<file path="config.mk">
export PLATFORM = sky130hd
export DESIGN_NAME = msg_scroll_ctrl
export DESIGN_NICKNAME = d
export VERILOG_FILES = /design/src/rtl/msg_scroll_ctrl.sv
export SDC_FILE = /design/constraint.sdc
export NUM_CORES = 1
export LEC_CHECK = 0
export BUFFER_PORTS_ARGS = -buffer_cell sky130_fd_sc_hd__clkbuf_2
export CORE_UTILIZATION = 56
export CTS_BUF_LIST = sky130_fd_sc_hd__clkbuf_16
export CTS_CLUSTER_DIAMETER = 80
export CTS_CLUSTER_SIZE = 16
export DETAILED_ROUTE_END_ITERATION = 7
export GPL_ROUTABILITY_DRIVEN = 0
export GPL_TIMING_DRIVEN = 0
export PLACE_DENSITY = 0.77
export SYNTH_ARGS = -nofsm -noshare
export SYNTH_HDL_FRONTEND = slang
export SYNTH_SLANG_ARGS = --single-unit
export TNS_END_PERCENT = 50
</file>
<file path="constraint.sdc">
create_clock -name clk -period 3.7 [get_ports clk]
set_input_delay 0.185 -clock clk [delete_from_list [all_inputs] [get_ports clk]]
set_output_delay 0.185 -clock clk [all_outputs]
set_load 0.1 [all_outputs]
</file>
<file path="src/rtl/msg_scroll_ctrl.sv">
// Scan/sequencing controller for the 4-digit circular message display:
// debounced advance button, auto-scroll, and frame-aligned pointer commits.
module msg_scroll_ctrl #(
  parameter int DEBOUNCE_CYCLES = 8,
  parameter int SCAN_CYCLES     = 16,
  parameter int BLANK_CYCLES    = 2,
  parameter int AUTO_FRAMES     = 8
) (
  input  logic       clk,
  input  logic       reset,
  input  logic       button,
  input  logic       auto_en,
  output logic       an3,
  output logic       an2,
  output logic       an1,
  output logic       an0,
  output logic [1:0] digit_sel,
  output logic [3:0] char_idx,
  output logic [3:0] msg_ptr,
  output logic       frame_start
);

  localparam int DWW = $clog2(((SCAN_CYCLES > BLANK_CYCLES) ? SCAN_CYCLES : BLANK_CYCLES) + 1);
  localparam int DBW = $clog2(DEBOUNCE_CYCLES + 1);
  localparam int FCW = (AUTO_FRAMES > 2) ? $clog2(AUTO_FRAMES) : 1;

  // Encoding runs BLANK3,DIG3,BLANK2,...,DIG0 so bit0 marks a lit digit and
  // bits[2:1] equal 3-n, which is also the char_idx offset from msg_ptr.
  localparam logic [2:0] BLANK3 = 3'd0;
  localparam logic [2:0] DIG0   = 3'd7;

  logic [2:0]     state;
  logic [2:0]     state_nxt;
  logic [DWW-1:0] dwell;
  logic           dwell_last;
  logic           commit;

  logic           btn_p0;
  logic           btn_p1;
  logic           stable;
  logic [DBW-1:0] db_cnt;
  logic           db_flip;
  logic           rise;

  logic           pending;
  logic [FCW-1:0] frame_cnt;
  logic           advance;
  logic [3:0]     ptr_nxt;

  always_comb begin
    dwell_last = state[0] ? (dwell == DWW'(SCAN_CYCLES - 1))
                          : (dwell == DWW'(BLANK_CYCLES - 1));
    commit     = dwell_last && (state == DIG0);
    state_nxt  = dwell_last ? state + 3'd1 : state;
    db_flip    = (btn_p1 != stable) && (db_cnt == DBW'(DEBOUNCE_CYCLES - 1));
    rise       = db_flip && btn_p1;
    advance    = pending || (auto_en && (frame_cnt == FCW'(AUTO_FRAMES - 1)));
    ptr_nxt    = (commit && advance) ? msg_ptr + 4'd1 : msg_ptr;
  end

  // Button synchronizer and debounce
  always_ff @(posedge clk or negedge reset) begin
    if (!reset) begin
      btn_p0 <= 1'b0;
      btn_p1 <= 1'b0;
      stable <= 1'b0;
      db_cnt <= '0;
    end else begin
      btn_p0 <= button;
      btn_p1 <= btn_p0;
      if (btn_p1 != stable) begin
        if (db_flip) begin
          stable <= btn_p1;
          db_cnt <= '0;
        end else begin
          db_cnt <= db_cnt + 1'b1;
        end
      end else begin
        db_cnt <= '0;
      end
    end
  end

  // Advance bookkeeping; a rise on the commit cycle survives into the next frame
  always_ff @(posedge clk or negedge reset) begin
    if (!reset) begin
      pending   <= 1'b0;
      frame_cnt <= '0;
    end else begin
      if (rise)
        pending <= 1'b1;
      else if (commit)
        pending <= 1'b0;

      if (!auto_en)
        frame_cnt <= '0;
      else if (commit)
        frame_cnt <= advance ? '0 : frame_cnt + 1'b1;
    end
  end

  // Scan schedule; outputs are registered from the next-state view
  always_ff @(posedge clk or negedge reset) begin
    if (!reset) begin
      state                <= BLANK3;
      dwell                <= '0;
      msg_ptr              <= 4'd0;
      digit_sel            <= 2'd3;
      char_idx             <= 4'd0;
      {an3, an2, an1, an0} <= 4'b1111;
      frame_start          <= 1'b0;
    end else begin
      state       <= state_nxt;
      dwell       <= dwell_last ? '0 : dwell + 1'b1;
      msg_ptr     <= ptr_nxt;
      digit_sel   <= ~state_nxt[2:1];
      char_idx    <= ptr_nxt + {2'b00, state_nxt[2:1]};
      {an3, an2, an1, an0} <= state_nxt[0] ? ~(4'b0001 << (~state_nxt[2:1])) : 4'b1111;
      frame_start <= commit;
    end
  end

endmodule

</file>
==> results of run 1 <==
==> placed cells by master (no fill, tap or decap), drive strengths merged <==
cell,count
a2111oi,1
a21boi,3
a21oi,4
a32o,1
and3,2
and4bb,1
buf,1
clkbuf,23
clkinv,3
dfrtp,28
dfstp,6
fa,1
ha,9
inv,9
mux2,3
mux2i,1
nand2,11
nand2b,2
nand3,5
nand4,3
nor2,9
nor2b,3
nor3,2
nor4,1
nor4b,1
o21ai,2
or4,2
xnor2,9
xor2,2
==> logic make-up (layout without fill, tap and decap cells) <==
family | count (synthesis) | in the layout | share of synthesized area (%)
XOR/XNOR | 11 | 11 | 6.89
adder cells (fa/ha/maj) | 10 | 10 | 8.80
buffers and inverters | 10 | 36 | 2.99
multiplexers | 4 | 4 | 2.91
flip-flops | 34 | 34 | 57.0
AO/OA/AOI/OAI | 11 | 11 | 6.23
AND/OR/NAND/NOR | 42 | 42 | 15.2
==> where the power goes <==
part | switching (mW) | internal (mW)
registers | 0.0185 | 0.396
clock network | 0.139 | 0.241
logic | 0.0322 | 0.0283
total | 0.190 | 0.666
==> layout make-up <==
type	count	area [um2]	share of cell area, %
inverter	9	33.8	1.90
multi-input combinational	78	607	34.2
timing repair buffer	18	90.1	5.08
clock inverter	3	11.3	0.635
sequential	34	858	48.4
buffer	1	11.3	0.635
tap	30	37.5	2.12
clock buffer	5	125	7.05
==> cell usage after synthesis <==
| cell | count | share of area, % |
|---|---|---|
| nor3_1 | 2 | 0.66 |
| nor2b_1 | 3 | 1.2 |
| mux2i_1 | 1 | 0.66 |
| a21oi_2 | 1 | 0.58 |
| mux2_2 | 3 | 2.2 |
| a2111oi_4 | 1 | 1.8 |
| buf_6 | 1 | 0.75 |
| or4_4 | 1 | 0.75 |
| nand4_1 | 3 | 1.2 |
| xnor2_1 | 8 | 4.7 |
| nor2_1 | 8 | 2.0 |
| o21ai_0 | 2 | 0.66 |
| inv_1 | 9 | 2.2 |
| a21boi_0 | 2 | 1.0 |
| xor2_1 | 2 | 1.2 |
| nor2_2 | 1 | 0.42 |
| ha_1 | 9 | 7.5 |
| or4_1 | 1 | 0.50 |
| dfstp_2 | 6 | 10 |
| nor4_2 | 1 | 0.83 |
| xnor2_2 | 1 | 1.1 |
| dfrtp_1 | 28 | 47 |
| a21oi_1 | 3 | 1.0 |
| and3_2 | 1 | 0.50 |
| nand3_1 | 5 | 1.7 |
| a21boi_1 | 1 | 0.50 |
| and3_1 | 1 | 0.42 |
| and4bb_1 | 1 | 0.83 |
| nand2_1 | 11 | 2.7 |
| fa_1 | 1 | 1.3 |
| a32o_1 | 1 | 0.66 |
| nand2b_1 | 2 | 0.83 |
| nor4b_1 | 1 | 0.58 |
==> sequential cells by signal (all words and copies together) (netlist names) <==
signal and flops:
an1 1, an3 1, frame_cnt 3, btn_p0 1
frame_start 1, pending 1, an0 1, btn_p1 1
an2 1, char_idx 4, db_cnt 4, state 3
dwell 5, stable 1, msg_ptr 4, digit_sel 2
==> stage by stage <==
| step | setup slack (ns) | util, % | instance area (um2) |
|---|---|---|---|
| floorplan | 0.652 | - | 1510 |
| global placement | 0.368 | 65.4 | 1630 |
| detailed placement | 0.311 | 65.4 | 1630 |
| CTS | 0.190 | 70.8 | 1770 |
| global route | 0.0926 | 71.0 | 1770 |
| finish | 0.329 | 71.0 | 1770 |
==> metal layers <==
layer	part of all wire, %	vias up
li1	-	466
met1	46	466
met2	49	16
met3	3.5	5
met4	1.5	0
met5	0	-
==> worst min-delay path by stage <==
stage            from         to  cells past startpoint
4_1_cts        button     btn_p0                      1
5_1_grt        button     btn_p0                      1
6_report        reset  db_cnt[2]                      1
3_3_place_gp   button     btn_p0                      1
2_1_floorplan   reset     btn_p0                      0
3_5_place_dp   button     btn_p0                      1
==> flow_results.org, run 1 <==
** Critical path
- Critical path endpoint category :: flop
- Endpoint of the worst register-to-register path :: char_idx[3]
- Worst Path Buf+Inv :: 2
- Critical Path Start Type :: flop
- In this run the worst path has a maximum fanout of 8.
- STA puts the critical path data arrival time at 3.56 ns.
- The number of cells on the worst reg-to-reg path is 11.
- Worst-path cell chain :: buf_6 > or4_4 > a21oi_2 > mux2i_2 > inv_1 > ha_1 > a21oi_1 > nand2b_1 > nor2_2 > nor4_2 > xnor2_1
- The worst register-to-register path begins at dwell[2].
- Grouping stages by cell kind, the critical path spends the most delay in simple AND/OR/NAND/NOR gates.
- Critical path endpoint :: char_idx[3]
- Worst setup slack for register-to-register paths :: 0.33 ns
- Crit. Startpoint :: dwell[2]
- Critical path depth in cells :: 11
- Crit Path Category :: flop to flop
- Cell at the slowest stage of the critical path :: or4_4
- In this design, the stage delay of the slowest critical-path cell is 0.50 ns.
- For the worst setup path, the data required time is 3.89 ns.

** Timing
- Number of setup violations in the final report :: 0
- Setup repair after global routing left no endpoint under its margin.
- Final critical delay including setup and external delays :: 3.37 ns
- Worst clock skew :: 0.00370 ns
- The final max-slew violation count was 0.
- The tightest hold path in the finished design has a slack of -0.00230 ns.
- Worst relative slew slack :: 45.8%
- Of the available clock period, the critical path in the final layout requires 91.1%.
- Setup total negative slack on the finished layout was measured at 0 ns.
- Maximum achievable frequency :: 297 MHz
- Least-Margin Pin Slew :: 0.814 ns
- Endpoints failing hold :: 11

** Yosys
- Unique cell type count in the Yosys netlist :: 33
- Yosys Warn Count :: 0
- After synthesis the cells add up to 1510 um2.
- Synthesized net count :: 136
- Seq/Total Area, Yosys :: 57.0%
- Count of mapped cells out of synthesis :: 122
- Mapped Avg Cell Area :: 12.3 um2
- After synthesis the netlist holds a flip-flop and latch count of 34.

** GRT
- For met1 alone, demand over resource in global routing was 28.6%.
- Global route hottest layer :: met2
- Global routing consumed, on the met3 layer, 7.63% of the routing resources.
- Global route overflow :: 0
- For this run, the total global-route usage over all layers was measured as 22.1%.
- Entering global routing, the biggest net connects 35 pins.
- Global-route wire length before repair :: 4.31 mm
- The number of global-route vias before repair was 944.
- Initial antenna violation count :: 0
- Met2 Track Usage GR :: 33.7%

** Placement
- After legalization and detailed placement, the total HPWL measured 1.64 mm.
- Counting tap cells, the placed design contains a total of 170 instances.
- IO Port Bufs :: 18

** Job
- The tool flagged a number of max-cap violations equal to 0.

** Detailed routing
- Post-detailed-route wirelength per cell :: 14.2 um
- Number of search-and-repair iterations in the first detailed-routing pass :: 4
- Avg Vias per Cell :: 5.35
- Count of antenna-violating nets left after detailed routing :: 0
- Iteration-0 DRC count of the detailed router :: 14
- After detailed routing, the total wire length is 2.52 mm.
- For this run, design rule violations remaining after detail routing come to 0.
- Vias after detailed routing :: 953

** Pwr
- For this design the static power due to leakage is 0.837 nW.
- Overall power consumption :: 0.855 mW
- Peak supply drop :: 457 uV
- Power density over the cells :: 482 nW/um2

** CTS
- Counting along the longest clock path gives a buffer depth of 2.
- Counting every sink on the clock net gives 34.
- The number of gates resized after CTS was 0.
- Clock latency of the later-clocked register in the worst-skew pair :: 0.27 ns
- CTS Hold Buffers Added :: 0
- CTS H-tree depth :: 2
- Clock Tree Root :: clkbuf_16
- CTS clk-pin slew, worst paths :: 0.05 ns
- Post-CTS setup buffer count :: 0
- Total CTS buffers :: 5
- CTS tree :: built

** Floorplan
- DIE HEIGHT :: 53.9 um
- Width of the die :: 53.9 um
- Starting density of the core :: 60.3%
- Total Die Area :: 2900 um2
- Std-Cell Core Area :: 2500 um2
- Placement Rows :: 18
- IO Pins :: 19

** Status
- Result of the run :: finished, violations left
- Failing checks :: hold timing

** Cells and area
- ANT cells :: 0
- After filler insertion, the fill cell instance count of the layout stands at 174.
- Area growth from synthesis to layout :: 17.8%
- In the final design database the tool counted 161 nets.
- After the flow finishes, the layout carries non-filler instances totaling 178.
- Share of cells above drive strength 1 :: 27.7%

** Hold path
- Worst hold path class :: input port to asynchronous set/reset pin
(Power assumes the default switching activity.)
==> run 2: changes to the inputs <==
==> constraint.sdc (replaced) <==
create_clock -name clk -period 3.45 [get_ports clk]
set_input_delay 0.1725 -clock clk [delete_from_list [all_inputs] [get_ports clk]]
set_output_delay 0.1725 -clock clk [all_outputs]
set_load 0.1 [all_outputs]
==> run 2 against run 1 <==
  * The run still ends with hold timing left
  * Critical endpoint unchanged
  * Worst hold slack worse by 0.013 ns
  * Sequential power rose by 7.5%
  * Critical path type unchanged
  * Routed wire length rose by 4.1%
  * First-iteration DRC count up 29%
  * Critical path depth did not move
  * Global-route usage is 0.060 points higher
  * Clock power up 7.6%
  * Die area unchanged
  * Clock skew rose by 0.0015 ns
==> flow_results.org, run 2 (same netlist as run 1, synthesis figures left out) <==
** Timing
- Final critical delay including setup and external delays :: 3.18 ns (-0.195 ns)
- Total negative slack :: 0 ns (unchanged)
- Setup repair after global routing left no endpoint under its margin.
- The timing-limited maximum frequency was 315 MHz (+6.1%).
- Share of the clock period used by the worst path :: 92.0% (+0.94 points)
- Worst clock skew :: 0.00518 ns (+0.00148 ns)
- The relative slew slack is 45.8% (+0.083 points).
- The final max-slew violation count is 0 (unchanged).
- The hold slack is -0.0152 ns (-0.0129 ns).
- The actual transition at the worst max-transition pin is 0.812 ns (-0.00124 ns).
- Number of setup violations in the final report :: 0 (unchanged)
- Endpoints failing hold :: 28 (+17)

** Cells and area
- The final-layout fill cell count came to 170 (-2.3%).
- The final design area excluding fillers was 1820 um2 (+2.3%).
- Largest register FFs :: 5 (unchanged)
- Final #Nets :: 164 (+1.9%)
- The antenna cell count was 0 (unchanged).
- The fraction of layout instances using a drive strength above 1 came to 28.5% (+0.77 points).
- Reg with most FFs :: dwell
- Relative to the synthesized area, the layout overhead comes to 20.5%.
- Leaving out fill and tap cells, the most frequent cell in the layout is dfrtp_1.
- The library cells used most frequently in the layout, excluding fill and tap cells, are dfrtp_1, clkbuf_2, nand2_1.

** Floorplan
- DIE HEIGHT :: 53.9 um (unchanged)
- The initial core utilization was 60.3% (unchanged).
- Total Die Area :: 2900 um2 (unchanged)
- IO Pins :: 19 (unchanged)
- Std-Cell Core Area :: 2500 um2 (unchanged)
- Placement Rows :: 18 (unchanged)
- The die extent in x is 53.9 um (unchanged).

** Critical path
- The critical path goes through buf_6 > or4_4 > a21oi_4 > mux2i_4 > inv_1 > ha_1 > a21oi_1 > nand2b_1 > nor2_2 > nor4_2 > xnor2_1.
- Cell depth of the worst flop-to-flop path :: 11 (unchanged)
- The largest stage delay on the critical path came to 0.52 ns (+0.02 ns).
- Largest fanout of any net on the critical path :: 8 (unchanged)
- The most critical setup path has its startpoint at dwell[2].
- Critical path endpoint category :: flop
- The critical path arrival was 3.37 ns (-0.19 ns).
- The endpoint required time on the critical path came to 3.64 ns (-0.25 ns).
- In this design, the largest share of critical-path delay is due to simple AND/OR/NAND/NOR gates.
- Worst Path Buf+Inv :: 2 (unchanged)
- Critical Path Start Type :: flop
- Crit Path Category :: flop to flop
- Cell at the slowest stage of the critical path :: or4_4
- The startpoint identified for the worst register-to-register timing path is dwell[2].
- The worst register-to-register path ends at char_idx[3].
- The minimum setup slack among reg-to-reg paths came to 0.27 ns (-0.05 ns).
- Critical path endpoint :: char_idx[3]
- The logic depth of the worst path, buffers included was 11 (unchanged).

** GRT
- The sum of overflow across all layers after global routing was 0 (unchanged).
- Initial antenna violation count :: 0 (unchanged)
- Largest net degree at the start of global routing :: 35 (unchanged)
- Via count of the first global-routing pass :: 943 (-0.11%)
- Global-route wire length before repair :: 4.31 mm (+0.16%)
- The total global routing track utilization came to 22.2% (+0.060 points).

** CTS
- The number of H-tree levels was 2 (unchanged).
- Count of clock tree sinks :: 34 (unchanged)
- Clock latency of the later-clocked register in the worst-skew pair :: 0.27 ns (about the same)
- CTS placed an instance of clkbuf_16 at the clock tree root.
- TritonCTS built the clock tree.
- CTS clk-pin slew, worst paths :: 0.05 ns (about the same)
- The number of buffers created by CTS came to 5 (unchanged).
- The maximum buffer depth of the clock tree was 2 (unchanged).

** Job
- Max capacitance violation total :: 0 (unchanged)

** Detailed routing
- Post-detailed-route wirelength per cell :: 14.5 um (+2.4%)
- The total number of vias was 965 (+1.3%).
- Count of antenna-violating nets left after detailed routing :: 0 (unchanged)
- The total detailed-routing wirelength came to 2.62 mm (+4.1%).
- Number of search-and-repair iterations in the first detailed-routing pass :: 4 (unchanged)
- Iteration-0 DRC count of the detailed router :: 18 (+4)
- The average vias per placed instance is 5.33 (-0.42%).
- DR DRC count :: 0 (unchanged)

** Hold path
- The min-delay analysis places its worst path in the category input port to asynchronous set/reset pin.

** Placement
- The instance area after placement came to 1630 um2 (unchanged).
- The number of buffers added on ports came to 18 (unchanged).
- Detailed-placement wirelength estimate :: 1.64 mm (unchanged)

** Status
- Failing checks :: hold timing
- The flow ran to the end, but the final reports show violations.

** Pwr
- The total power is 0.920 mW (+7.6%).
- Power density over the cells :: 507 nW/um2 (+5.1%)
- The leakage component of the power was 0.854 nW (+2.0%).
- Peak supply drop :: 492 uV (+7.6%)
run 2: worst min path at each step:
stage	start	end	slack [ns]	cells past startpoint
finish	reset	frame_cnt[0]	-0.02	1
global route	reset	db_cnt[3]	0.06	1
CTS	button	btn_p0	0.0008	1
detailed placement	button	btn_p0	0.28	1
global placement	button	btn_p0	0.28	1
floorplan	reset	btn_p0	-0.12	0
run 2: cell type report:
class	count	area, um2	share of cell area (%)
Buffer	1	11.3	0.620
Tap cell	30	37.5	2.07
Timing Repair Buffer	21	115	6.34
Clock inverter	3	11.3	0.620
Inverter	9	33.8	1.86
Clock buffer	5	125	6.89
Sequential cell	34	858	47.3
Multi-Input combinational cell	78	623	34.3
run 2: report_power, final:
group | total (mW) | internal [mW] | switching [mW]
registers | 0.445 | 0.425 | 0.0205
logic | 0.0657 | 0.0312 | 0.0345
clock network | 0.409 | 0.259 | 0.150
run 2: worst register-to-register path, delay by kind of cell (launching register included):
| kind | cells | cell delay, ns |
|---|---|---|
| simple gates | 4 | 1.06 |
| xor+xnor | 1 | 0.15 |
| buf+inv | 2 | 0.23 |
| mux | 1 | 0.39 |
| compound gates | 2 | 0.56 |
| flops | 1 | 0.37 |
| fa+ha+maj | 1 | 0.31 |
run 2: what timing repair did:
| action | in CTS | in global routing |
|---|---|---|
| hold buffers | 0 | 1 |
| endpoints found under the setup margin | 1 | 1 |
| buffers inserted | 0 | 2 |
| hold endpoints to repair | 0 | 1 |
| resized for setup | 1 | 2 |
| pin swaps | 0 | 1 |
| gates cloned | 0 | 0 |
run 2: through the flow:
stage | util (%) | std cells | setup slack (ns)
final | 72.6 | 181 | 0.275
after CTS | 71.0 | 178 | 0.0672
after detailed placement | 65.4 | 170 | 0.0608
after floorplan | - | 122 | 0.402
after global placement | 65.4 | 170 | 0.118
after global routing | 72.6 | 181 | 0.0723
run 2: layer usage:
metal | part of all wire (%) | vias to the layer above | GRT usage, % | wire length [um]
met2 | 50 | 19 | 34.2 | 1310
met4 | 1.2 | 0 | 9.21 | 32
met3 | 3.8 | 5 | 7.63 | 99
li1 | - | 467 | - | -
met1 | 45 | 474 | 28.4 | 1180
met5 | 0 | - | 0 | 0
==> run 3: changes to the inputs <==
--- a/config.mk
+++ b/config.mk
@@ -6,14 +6,14 @@
 export NUM_CORES = 1
 export LEC_CHECK = 0
 export BUFFER_PORTS_ARGS = -buffer_cell sky130_fd_sc_hd__clkbuf_2
-export CORE_UTILIZATION = 56
+export CORE_UTILIZATION = 60
 export CTS_BUF_LIST = sky130_fd_sc_hd__clkbuf_16
 export CTS_CLUSTER_DIAMETER = 80
 export CTS_CLUSTER_SIZE = 16
 export DETAILED_ROUTE_END_ITERATION = 7
 export GPL_ROUTABILITY_DRIVEN = 0
 export GPL_TIMING_DRIVEN = 0
-export PLACE_DENSITY = 0.77
+export PLACE_DENSITY = 0.82
 export SYNTH_ARGS = -nofsm -noshare
 export SYNTH_HDL_FRONTEND = slang
 export SYNTH_SLANG_ARGS = --single-unit
==> constraint.sdc (replaced) <==
create_clock -name clk -period 3.85 [get_ports clk]
set_input_delay 0.1925 -clock clk [delete_from_list [all_inputs] [get_ports clk]]
set_output_delay 0.1925 -clock clk [all_outputs]
set_load 0.1 [all_outputs]
==> run 3 against run 2 <==
  * The run still ends with hold timing left
  * Die area shrank 6.4%
  * Worst setup slack gained 0.14 ns
  * Cell count shrank 2.8%
  * Via count grew 2.0%
  * Critical path depth is the same
  * Total power shrank 8.0%
  * Clock power shrank 5.4%
  * Critical path type unchanged
  * Critical endpoint unchanged
  * Largest cell class unchanged
  * Largest power group unchanged
==> flow_results.org, run 3 (same netlist as run 1, synthesis figures left out) <==
** Timing
- Worst relative slew slack :: 46.3% (+0.43 points)
- Final critical delay including setup and external delays :: 3.44 ns (+0.262 ns)
- Least-Margin Pin Slew :: 0.806 ns (-0.00650 ns)
- The worst clock skew on the final layout came to 0.00534 ns (+0.000161 ns).
- The portion of the clock cycle consumed by the worst path in the final layout was 89.3% (-2.8 points).
- Final count of pins violating max slew :: 0 (unchanged)
- The number of hold violations in the final report is 4 (-86%).
- The timing-limited maximum frequency is 291 MHz (-7.6%).
- The hold slack came to -0.00680 ns (+0.00839 ns).
- Setup repair after global routing left no endpoint under its margin.
- The setup TNS came to 0 ns (unchanged).
- Number of setup violations in the final report :: 0 (unchanged)

** CTS
- Count of clock tree sinks :: 34 (unchanged)
- Clock latency of the later-clocked register in the worst-skew pair :: 0.28 ns (about the same)
- The number of H-tree levels came to 2 (unchanged).
- The count of hold buffers inserted by post-cts repair is 0 (unchanged).
- Resized cells post-CTS :: 0 (-1)
- CTS tree :: built
- Clock Tree Root :: clkbuf_16
- CTS clk-pin slew, worst paths :: 0.06 ns (about the same)
- The number of buffers created by CTS came to 5 (unchanged).
- The maximum buffer depth of the clock tree was 2 (unchanged).
- Post-CTS setup buffer count :: 0 (unchanged)

** Floorplan
- Width of the die :: 52.1 um (-3.3%)
- The core footprint came to 2300 um2 (-8.1%).
- The area of the die is 2710 um2 (-6.4%).
- DIE HEIGHT :: 52.1 um (-3.3%)
- Placement Rows :: 17 (-1)
- Starting density of the core :: 65.6% (+5.3 points)
- IO Pins :: 19 (unchanged)

** Pwr
- The switching component of the power is 0.200 mW (-2.6%).
- The maximum resistive drop on vdd was 420 uV (-15%).
- Switching part of the total power :: 23.6% (+1.3 points)
- The leakage component of the power is 0.839 nW (-1.8%).
- Part of the power in combinational logic :: 7.1% (about the same)
- Power density over the cells :: 476 nW/um2 (-6.1%)
- Internal cell power :: 0.646 mW (-9.6%)
- Clock network power share :: 45.7% (+1.2 points)
- The sequential cell fraction of total power came to 47.2% (-1.2 points).

** Detailed routing
- Avg Vias per Cell :: 5.59 (+4.9%)
- Vias after detailed routing :: 984 (+2.0%)
- Count of antenna-violating nets left after detailed routing :: 0 (unchanged)
- The total detailed-routing wirelength was 2.57 mm (-2.1%).
- The first-pass detailed-route iteration total came to 4 (unchanged).
- The detailed-route DRC error count came to 0 (unchanged).
- Post-detailed-route wirelength per cell :: 14.6 um (+0.68%)
- Iteration-0 DRC count of the detailed router :: 28 (+10)

** GRT
- Global-route wire length before repair :: 4.16 mm (-3.5%)
- The initial antenna violation count is 0 (unchanged).
- Via count of the first global-routing pass :: 969 (+2.8%)
- The sum of overflow across all layers after global routing came to 0 (unchanged).
- Largest net degree at the start of global routing :: 35 (unchanged)
- The total global routing track utilization came to 22.6% (+0.45 points).

** Critical path
- The setup path with the least slack is of type flop to flop.
- The endpoint required time on the critical path was 4.05 ns (+0.41 ns).
- The largest stage delay on the critical path was 0.59 ns (+0.07 ns).
- Largest fanout of any net on the critical path :: 8 (unchanged)
- Crit path max-delay family :: simple AND/OR/NAND/NOR gates
- Worst setup slack for register-to-register paths :: 0.41 ns (+0.14 ns)
- Cell depth of the worst flop-to-flop path :: 11 (unchanged)
- The critical path goes through buf_6 > or4_4 > a21oi_2 > mux2i_1 > inv_1 > ha_1 > a21oi_1 > nand2b_1 > nor2_2 > nor4_2 > xnor2_1.
- The worst register-to-register path ends at char_idx[3].
- Cell at the slowest stage of the critical path :: mux2i_1
- STA classifies the critical path startpoint as a flop.
- Critical path depth in cells :: 11 (unchanged)
- The critical path arrival was 3.64 ns (+0.27 ns).
- The sum of buffers and inverters on the critical path was 2 (unchanged).
- The worst register-to-register path begins at dwell[2].
- The worst setup path is captured at a flop.

** Cells and area
- The final design area excluding fillers is 1780 um2 (-2.1%).
- Commonest cells after routing, fill and taps aside :: dfrtp_1, clkbuf_2, nand2_1
- The final-layout fill cell count came to 136 (-20%).
- The number of flip-flops under the largest register name was 5 (unchanged).
- Final #Nets :: 161 (-1.8%)
- Counting flops per register, the top entry is dwell.
- The fraction of layout instances using a drive strength above 1 is 29.1% (+0.58 points).
- Leaving out fill and tap cells, the most frequent cell in the layout is dfrtp_1.
- The area growth from synthesis to layout is 18.0%.
- ANT cells :: 0 (unchanged)

** Placement
- Detailed-placement wirelength estimate :: 1.67 mm (+1.8%)
- Placed inst area :: 1630 um2 (-0.15%)
- The number of buffers added on ports was 18 (unchanged).

** Hold path
- Worst hold path class :: input port to asynchronous set/reset pin

** Status
- Result of the run :: finished, violations left
- The checks that failed: hold timing.

** Job
- The reported max-cap violation count was 0 (unchanged).
[run 3: worst register-to-register path: stages, from the launching register on]
cell and delay [ns]:
dfrtp_1 0.37, buf_6 0.13, or4_4 0.51, a21oi_2 0.38, mux2i_1 0.59, inv_1 0.14, ha_1 0.32, a21oi_1 0.24
nand2b_1 0.18, nor2_2 0.05, nor4_2 0.31, xnor2_1 0.15
[run 3: per-layer routing]
metal / vias up / global-route usage (%) / share of wire (%)
met5: - / 0 / 0
met4: 0 / 14.0 / 2.4
met2: 23 / 38.5 / 52
met1: 494 / 24.3 / 41
met3: 6 / 7.02 / 3.8
li1: 461 / - / -
[run 3: final cells by class]
cell class	instances	area, um2	area share (%)
Clock inverter	3	21.3	1.20
Buffer	1	11.3	0.633
Timing Repair Buffer	18	90.1	5.07
Sequential cell	34	858	48.3
Clock buffer	5	125	7.04
Tap cell	28	35.0	1.97
Inverter	9	33.8	1.90
Multi-Input combinational cell	78	603	33.9
[run 3: how the worst max path moves through the flow]
stage	startpoint	to	slack [ns]
2_1_floorplan	dwell[2]	char_idx[3]	0.80
3_3_place_gp	dwell[2]	char_idx[3]	0.54
3_5_place_dp	dwell[2]	char_idx[3]	0.45
4_1_cts	dwell[2]	char_idx[3]	0.41
5_1_grt	dwell[2]	char_idx[3]	0.12
6_report	dwell[2]	char_idx[3]	0.41
[run 3: power by group through the flow]
stage / clock network [mW] / logic [mW] / registers [mW]
final: 0.387 / 0.0600 / 0.400
after global routing: 0.404 / 0.0659 / 0.403
after CTS: 0.394 / 0.0622 / 0.399
after detailed placement: 0 / 0.0598 / 0.404
after global placement: 0 / 0.0561 / 0.403
after floorplan: 0 / 0.0431 / 0.400
[run 3: per-stage QoR]
| stage | cells | power [mW] | utilization (%) | worst slack (ns) | hold WS, ns |
|---|---|---|---|---|---|
| 2_1_floorplan | 122 | 0.443 | - | 0.802 | -0.103 |
| 3_3_place_gp | 168 | 0.459 | 71.0 | 0.539 | 0.304 |
| 3_5_place_dp | 168 | 0.464 | 71.0 | 0.455 | 0.317 |
| 4_1_cts | 176 | 0.855 | 77.4 | 0.414 | 0.0230 |
| 5_1_grt | 176 | 0.872 | 77.4 | 0.123 | 0.0280 |
| 6_report | 176 | 0.846 | 77.4 | 0.413 | -0.00680 |
